## src/rtl/alu_pkg.sv

```systemverilog
// Shared definitions for the 8-bit CLA multi-precision sequencer.
//   BYTE_W      : byte width of every adder beat
//   ST_IDLE/RUN : sequencer state encodings
//   cnt_w()     : byte-counter width for a given operand byte count
//   out_beat_t  : payload held by the output stage
package alu_pkg;

  localparam int unsigned BYTE_W = 8;

  localparam logic [0:0] ST_IDLE = 1'b0;
  localparam logic [0:0] ST_RUN  = 1'b1;

  // Counter width for n bytes; n is at least 2, so the result is at least 1.
  function automatic int unsigned cnt_w(input int unsigned n);
    return $clog2(n);
  endfunction

  typedef struct packed {
    logic [BYTE_W-1:0] sum;
    logic              last;
    logic              cout;
    logic              z;
    logic              v;
  } out_beat_t;

endpackage

```

## src/rtl/cla8_out_stage.sv

```systemverilog
// One-entry output register with valid/ready handshake.
//   load  : capture d (caller guarantees the slot is empty or draining)
//   ready : downstream accepts the held beat
//   valid : a beat is held
//   q     : held beat payload
module cla8_out_stage
  import alu_pkg::*;
(
  input  logic      clk,
  input  logic      rst,
  input  logic      load,
  input  logic      ready,
  input  out_beat_t d,
  output logic      valid,
  output out_beat_t q
);

  always_ff @(posedge clk or posedge rst) begin
    if (rst) begin
      valid <= 1'b0;
      q     <= '0;
    end else if (load) begin
      valid <= 1'b1;
      q     <= d;
    end else if (ready) begin
      valid <= 1'b0;
    end
  end

endmodule

```

## src/rtl/cla8_mp_seq.sv

```systemverilog
// Multi-precision add/sub sequencer around an external 8-bit CLA.
// Operands arrive as byte pairs, LSB first; the adder carry is chained
// between beats and each result byte is registered with end-of-op flags.
// Optional feature macro: CLA_SUB_EN (adds in_sub port, enables A-B).
//   in_valid/in_ready/in_A/in_B[/in_sub] : input byte-pair stream
//   add_A/add_B/add_Cin -> adder, add_Sum/add_Cout <- adder (same cycle)
//   out_valid/out_ready/out_Sum/out_last : result byte stream
//   out_Cout/out_Z/out_V                 : flags, valid with out_last
module cla8_mp_seq
  import alu_pkg::*;
#(
  parameter int unsigned NBYTES = 4
) (
  input  logic              clk,
  input  logic              rst,
  input  logic              in_valid,
  output logic              in_ready,
  input  logic [BYTE_W-1:0] in_A,
  input  logic [BYTE_W-1:0] in_B,
`ifdef CLA_SUB_EN
  input  logic              in_sub,
`endif
  output logic [BYTE_W-1:0] add_A,
  output logic [BYTE_W-1:0] add_B,
  output logic              add_Cin,
  input  logic [BYTE_W-1:0] add_Sum,
  input  logic              add_Cout,
  output logic              out_valid,
  input  logic              out_ready,
  output logic [BYTE_W-1:0] out_Sum,
  output logic              out_last,
  output logic              out_Cout,
  output logic              out_Z,
  output logic              out_V
);

  localparam int unsigned CNT_W = cnt_w(NBYTES);

  logic [0:0]       state_q, state_d;
  logic [CNT_W-1:0] cnt_q, cnt_d;
  logic             carry_q, carry_d;
  logic             zacc_q, zacc_d;
  logic             accept, first, last, sub_now, z_run;
  out_beat_t        beat, held;

  // Operation type: taken live on byte 0, from the latched copy afterwards.
`ifdef CLA_SUB_EN
  logic op_sub_q, op_sub_d;
  assign sub_now = first ? in_sub : op_sub_q;
`else
  assign sub_now = 1'b0;
`endif

  assign in_ready = !out_valid | out_ready;
  assign accept   = in_valid & in_ready;
  assign first    = (state_q == ST_IDLE);
  assign last     = (state_q == ST_RUN) && (cnt_q == CNT_W'(NBYTES - 1));

  assign add_A   = in_A;
  assign add_B   = sub_now ? ~in_B : in_B;
  assign add_Cin = first ? sub_now : carry_q;

  // Running zero flag restarts on byte 0.
  assign z_run = (add_Sum == '0) & (first | zacc_q);

  always_comb begin
    beat      = '0;
    beat.sum  = add_Sum;
    beat.last = last;
    beat.cout = last & add_Cout;
    beat.z    = last & z_run;
    beat.v    = last & (in_A[BYTE_W-1] == add_B[BYTE_W-1]) & (add_Sum[BYTE_W-1] != in_A[BYTE_W-1]);
  end

  // Next-state: only accepted beats advance the sequencer.
  always_comb begin
    state_d = state_q;
    cnt_d   = cnt_q;
    carry_d = carry_q;
    zacc_d  = zacc_q;
`ifdef CLA_SUB_EN
    op_sub_d = op_sub_q;
    if (accept && first) op_sub_d = in_sub;
`endif
    if (accept) begin
      carry_d = add_Cout;
      zacc_d  = z_run;
      if (last) begin
        state_d = ST_IDLE;
        cnt_d   = '0;
      end else begin
        state_d = ST_RUN;
        cnt_d   = cnt_q + CNT_W'(1);
      end
    end
  end

  always_ff @(posedge clk or posedge rst) begin
    if (rst) begin
      state_q <= ST_IDLE;
      cnt_q   <= '0;
      carry_q <= 1'b0;
      zacc_q  <= 1'b0;
`ifdef CLA_SUB_EN
      op_sub_q <= 1'b0;
`endif
    end else begin
      state_q <= state_d;
      cnt_q   <= cnt_d;
      carry_q <= carry_d;
      zacc_q  <= zacc_d;
`ifdef CLA_SUB_EN
      op_sub_q <= op_sub_d;
`endif
    end
  end

  cla8_out_stage u_out (
    .clk   (clk),
    .rst   (rst),
    .load  (accept),
    .ready (out_ready),
    .d     (beat),
    .valid (out_valid),
    .q     (held)
  );

  assign out_Sum  = held.sum;
  assign out_last = held.last;
  assign out_Cout = held.cout;
  assign out_Z    = held.z;
  assign out_V    = held.v;

endmodule

```

## config.mk

```make
export PLATFORM = sky130hd
export DESIGN_NAME = cla8_mp_seq
export DESIGN_NICKNAME = d
export VERILOG_FILES = /design/src/rtl/alu_pkg.sv /design/src/rtl/cla8_out_stage.sv /design/src/rtl/cla8_mp_seq.sv
export SDC_FILE = /design/constraint.sdc
export NUM_CORES = 1
export LEC_CHECK = 0
export CELL_PAD_IN_SITES_DETAIL_PLACEMENT = 0
export CELL_PAD_IN_SITES_GLOBAL_PLACEMENT = 2
export CORE_UTILIZATION = 18
export DETAILED_ROUTE_END_ITERATION = 6
export PLACE_DENSITY = 0.77
export SLEW_MARGIN = 40
export SYNTH_ARGS = -nofsm -noshare
export SYNTH_HDL_FRONTEND = slang
export SYNTH_SLANG_ARGS = --single-unit
```

## constraint.sdc

```tcl
create_clock -name clk -period 1.1 [get_ports clk]
set_input_delay 0.275 -clock clk [delete_from_list [all_inputs] [get_ports clk]]
set_output_delay 0.275 -clock clk [all_outputs]
set_load 0.02 [all_outputs]
```

[After elaboration in Yosys (flattened, before gate mapping)]
Index checks and enable logic that the tools add are counted.
Word-level totals
  logic and storage cells: 32
  output and inout bits: 31
  input port bits: 29
  bits in registers: 18
Cells by class
  reductions and logical operators: 4
  equal/unequal tests: 3
  bitwise operators: 9
  add/sub/neg operators: 1
  muxes and demuxes: 5
Operators by type and width (number)
  $logic_not 8->1: 1
  $and 1x1->1: 6
  $mux 1: 4
  $add 2x1->2 const B: 1
  $eq 2x2->1 const B: 1
  $mux 2: 1
  $or 1x1->1: 2
  $reduce_bool 2->1: 1
  $eq 1x1->1: 1
  $logic_and 1x1->1: 1
  $logic_not 1->1: 1
  $ne 1x1->1: 1
  $not 1->1: 1

[Longest topological paths before layout]
  depth in word-level cells: 4
  depth in mapped cells: 5
  mapped depth without buffers: 4

[Modules after synthesis]
From an unflattened synthesis, not the netlist that was laid out.
Second synthesis, totals
  cell total of the unflattened synthesis: 76
  area total of the unflattened synthesis: 947.2 um2
Modules (own cells, without submodules)
  cla8_out_stage: sequential area each 325.3 um2, times used 1, area an instance 521.8 um2, cells an instance 29
  cla8_mp_seq: sequential area each 125.1 um2, times used 1, area an instance 425.4 um2, cells an instance 47

[Worst setup path before layout]
OpenSTA, ideal clock, no wires.
  kind: register to register
  from: register u_out.valid
  to: register carry_q
  period minus slack after synthesis: 1.388 ns
  data arrival time: 1.262 ns
  slack: -0.288 ns
  buffers on the path: 2
  library setup time: 0.125 ns
  stages on the path, launching flop included: 6
  data required time: 0.975 ns
  path through: dfrtp_1 nand2b_4 buf_6 and2_4 buf_6 mux2_4
On the way
  word-level cells in the longest chain between the ends: 3
Ends and longest elaborated chain
  start: declaration: RTL line cla8_out_stage.sv:14  | output logic valid,
  start signal: assignment: RTL line cla8_out_stage.sv:20  | valid <= 1'b0;
  start signal: assignment: RTL line cla8_out_stage.sv:23  | valid <= 1'b1;
  start signal: assignment: RTL line cla8_out_stage.sv:26  | valid <= 1'b0;
  $logic_not 1->1: RTL line cla8_mp_seq.sv:54  | assign in_ready = !out_valid | out_ready;
  $or 1x1->1: RTL line cla8_mp_seq.sv:54
  named net in_ready: RTL line cla8_mp_seq.sv:17  | output logic in_ready,
  $and 1x1->1: RTL line cla8_mp_seq.sv:55  | assign accept = in_valid & in_ready;
  end signal: assignment: RTL line cla8_mp_seq.sv:110  | carry_q <= carry_d;
  end: declaration: RTL line cla8_mp_seq.sv:41  | logic carry_q, carry_d;
The timed path passes the listed nets, and every way through them passes these cells.
A chain may end at the register's enable or synchronous reset.

[Worst setup path after layout]
  from: register u_out.valid
  to: register cnt_q[1]
On the way
  word-level cells in the longest chain between the ends: 3
Ends and longest elaborated chain
  $logic_not 1->1: RTL line cla8_mp_seq.sv:54
  $or 1x1->1: RTL line cla8_mp_seq.sv:54
  $and 1x1->1: RTL line cla8_mp_seq.sv:55
  end signal: assignment: RTL line cla8_mp_seq.sv:109  | cnt_q <= cnt_d;
  end: declaration: RTL line cla8_mp_seq.sv:40  | logic [CNT_W-1:0] cnt_q, cnt_d;
Every way passes these cells.

==> impl_metrics.yaml <==
global_routing:
  grt_start_max_net_pins: 19
  grt_pass1_vias: 727
  antenna_found_initial: 0
  grt_overflow_total: 0
  grtUsageTotal_pct: 8.80
  grt_pass1_wl_mm: 3.51
synth:
  yosys_most_used_dff: "dfrtp_1"
  syn_nets: 104
  synth_edf_count: 0
  yosys_warnings: 0
  ys_top_cells_by_area: "dfrtp_1 49%, buf_4 13%, mux2_4 13%"
  synth_cell_types: 23
  post-synth-top-count-cell: "dfrtp_1"
  ys_ff_latch: 18
  ys_seq_area_share_pct: 48.7
  syn_inst: 74
  netlist_area_sq_um: 925
  yosysTopAreaCell: "dfrtp_1"
  synthArstFlopShare_pct: 100
  syn_avg_cell_area_sq_um: 12.5
  synth_top_cells_by_count: "18 x dfrtp_1, 16 x buf_4, 8 x mux2_4"
  netlist.area_leader.share_pct: 48.7
route:
  ant_nets: 0
  wirelength_mm: 2.35
  drt-wirelength-per-cell_um: 13.1
  firstDrtPassIters: 4
  drtIter0Drc: 24
  drc: 0
  via_per_inst: 3.76
  vias: 676
place:
  port_buffers: 31
  pre_cts_ws_ps: -613
  place_congestion: 0.792
  hpwl_mm: 1.57
sta:
  period_needed_ps: 1240
  finalHoldViolations: 0
  final-setup-viol-count: 18
  worst_pin_slew_ps: 320
  max_slew_margin_pct: 78.6
  fmax_mhz: 805
  worst_clock_skew_ps: 1.86
  drv_slew: 0
  period_share_pct: 113
  setup_ws_ps: -143
  rsz0062_at_grt: "yes"
die:
  fp-row-count: 25
  start_util_pct: 19.2
  num_io_pins: 60
  die_y_um: 73.7
  coreArea_sq_mm: 0.00482
  die_w_um: 73.7
  design.die.area_sq_mm: 0.00543
pwr:
  sequentialPowerShare_pct: 38.8
  internal_power_mw: 1.62
  p_per_area_mw_per_mm2: 1620
  p_switching_uw: 749
  irDropWorstVdd_mv: 0.538
  power.share.clock_pct: 20.4
  p_total_mw: 2.37
  pwr-share-comb_pct: 40.8
  switching_share_pct: 31.6
  p_leak_nw: 0.719
cts:
  clkSinkCount: 18
  htreeDepth: 1
  holdBufCountCts: 0
  cts_tree: "done"
  clkLatencyLatePin_ps: 250
  clkSlewWorstSetupHoldPaths_ps: 70
  cts_buffers: 3
  clk_path_buf_depth: 2
  root_buffer: "clkbuf_8"
critical_path:
  critPathSlowestCell: "dfrtp_2"
  cp.arrival_ps: 1380
  cp.required_ps: 1240
  cp_top_family: "flip-flops"
  worstPathCellList: "nand2b_4 > buf_6 > and2_4 > mux2_4"
  critPathCaptureType: "flop"
  cp-start-kind: "flop"
  cp_max_fo: 5
  cp_num_buf_inv: 1
  worstSetupPathType: "reg -> reg"
  slowest_delay_ps: 430
job:
  maxCapViolations: 0
cells_and_area:
  syn2layout_area_growth_pct: 57.8
  drive_gt1_share_pct: 59.3
  diodes: 0
  fin_nets: 144
outcome:
  outcome: "finished, violations left"
  failed_checks: "setup timing"
worst_hold_path:
  worstHoldPathType: "in -> reg"
[power by group through the flow]
stage	clock network, mW	registers (mW)	logic [mW]
after floorplan	0	0.998	0.422
after global placement	0	0.897	0.851
final	0.483	0.918	0.966
after CTS	0.495	0.895	0.872
after global routing	0.512	0.932	1.05
after detailed placement	0	0.908	0.872
[flip-flops by register name (all words and copies together) (netlist names)]
| name | cells |
|---|---|
| state_q | 1 |
| u_out.q | 12 |
| u_out.valid | 1 |
| carry_q | 1 |
| cnt_q | 2 |
| zacc_q | 1 |
[per-layer routing]
metal	routed length (um)	GRT usage, %
met5	0	0
met4	2	1.92
met3	195	3.29
met2	1240	15.2
met1	919	10.4
[layout make-up]
| class | count | area [sq um] |
|---|---|---|
| Fill cell | 518 | 3360 |
| Sequential cell | 18 | 452 |
| Multi-Input combinational cell | 36 | 410 |
| Inverter | 3 | 11.3 |
| Tap cell | 67 | 83.8 |
| Timing Repair Buffer | 52 | 457 |
| Clock buffer | 4 | 45.0 |
[worst paths after layout]
kind / start / endpoint / slack [ps] / cells after the start
max reg2reg: u_out.valid$_DFFE_PP0P_ / cnt_q[1]$_DFFE_PP0P_ / -140 / 4
min reg2reg: u_out.q[9]$_DFFE_PP0P_ / u_out.q[9]$_DFFE_PP0P_ / 520 / 1
max in group asynchronous: rst / u_out.valid$_DFFE_PP0P_ / 620 / 3
max: u_out.valid$_DFFE_PP0P_ / cnt_q[1]$_DFFE_PP0P_ / -140 / 4
min in group asynchronous: rst / u_out.q[0]$_DFFE_PP0P_ / 340 / 3
min: add_Sum[3] / u_out.q[7]$_DFFE_PP0P_ / 320 / 2
[cells in the final DEF, fill, tap and decap left out, types with 2 or more instances in the layout]
cell and n:
a21oi_2 2, mux2_4 9, dlygate4sd2_1 5, nor4_2 2
clkdlybuf4s50_1 4, buf_6 10, mux2_2 3, and3_1 2
dfrtp_1 17, clkbuf_8 3, buf_2 10, buf_4 17
and2_4 3, inv_1 3, dlymetal6s2s_1 5
[metrics by stage]
step / hold slack, ps / instances / utilization (%) / TNS (ps) / instance area [sq um]
floorplan: 214 / 74 / - / -2610 / 930
global placement: 488 / 167 / 26.7 / -12140 / 1290
detailed placement: 497 / 167 / 26.7 / -12660 / 1290
CTS: 339 / 176 / 27.7 / -1680 / 1330
global route: 323 / 180 / 30.3 / -2560 / 1460
finish: 316 / 180 / 30.3 / -1940 / 1460
[logic make-up (layout without fill, tap and decap cells)]
group	count (synthesis)	in the layout	share of synthesized area, %
buf+inv	21	59	16.6
flops	18	18	48.7
simple gates	14	15	9.88
mux	12	12	17.9
compound gates	8	8	5.55
fa+ha+maj	1	1	1.35
[worst register-to-register path: cells and delay by family (launching register included)]
family	cells	cell delay [ps]
multiplexers	1	310
buffers and inverters	1	110
AND/OR/NAND/NOR	2	270
flip-flops	1	430
[what timing repair did]
action	CTS	global route
buffers inserted	4	5
pin swaps	6	5
endpoints found under the hold margin	0	0
gates resized for setup	91	23
gates cloned	1	0
setup endpoints to repair	34	23
Note: power is estimated with default switching activity, not from simulation.
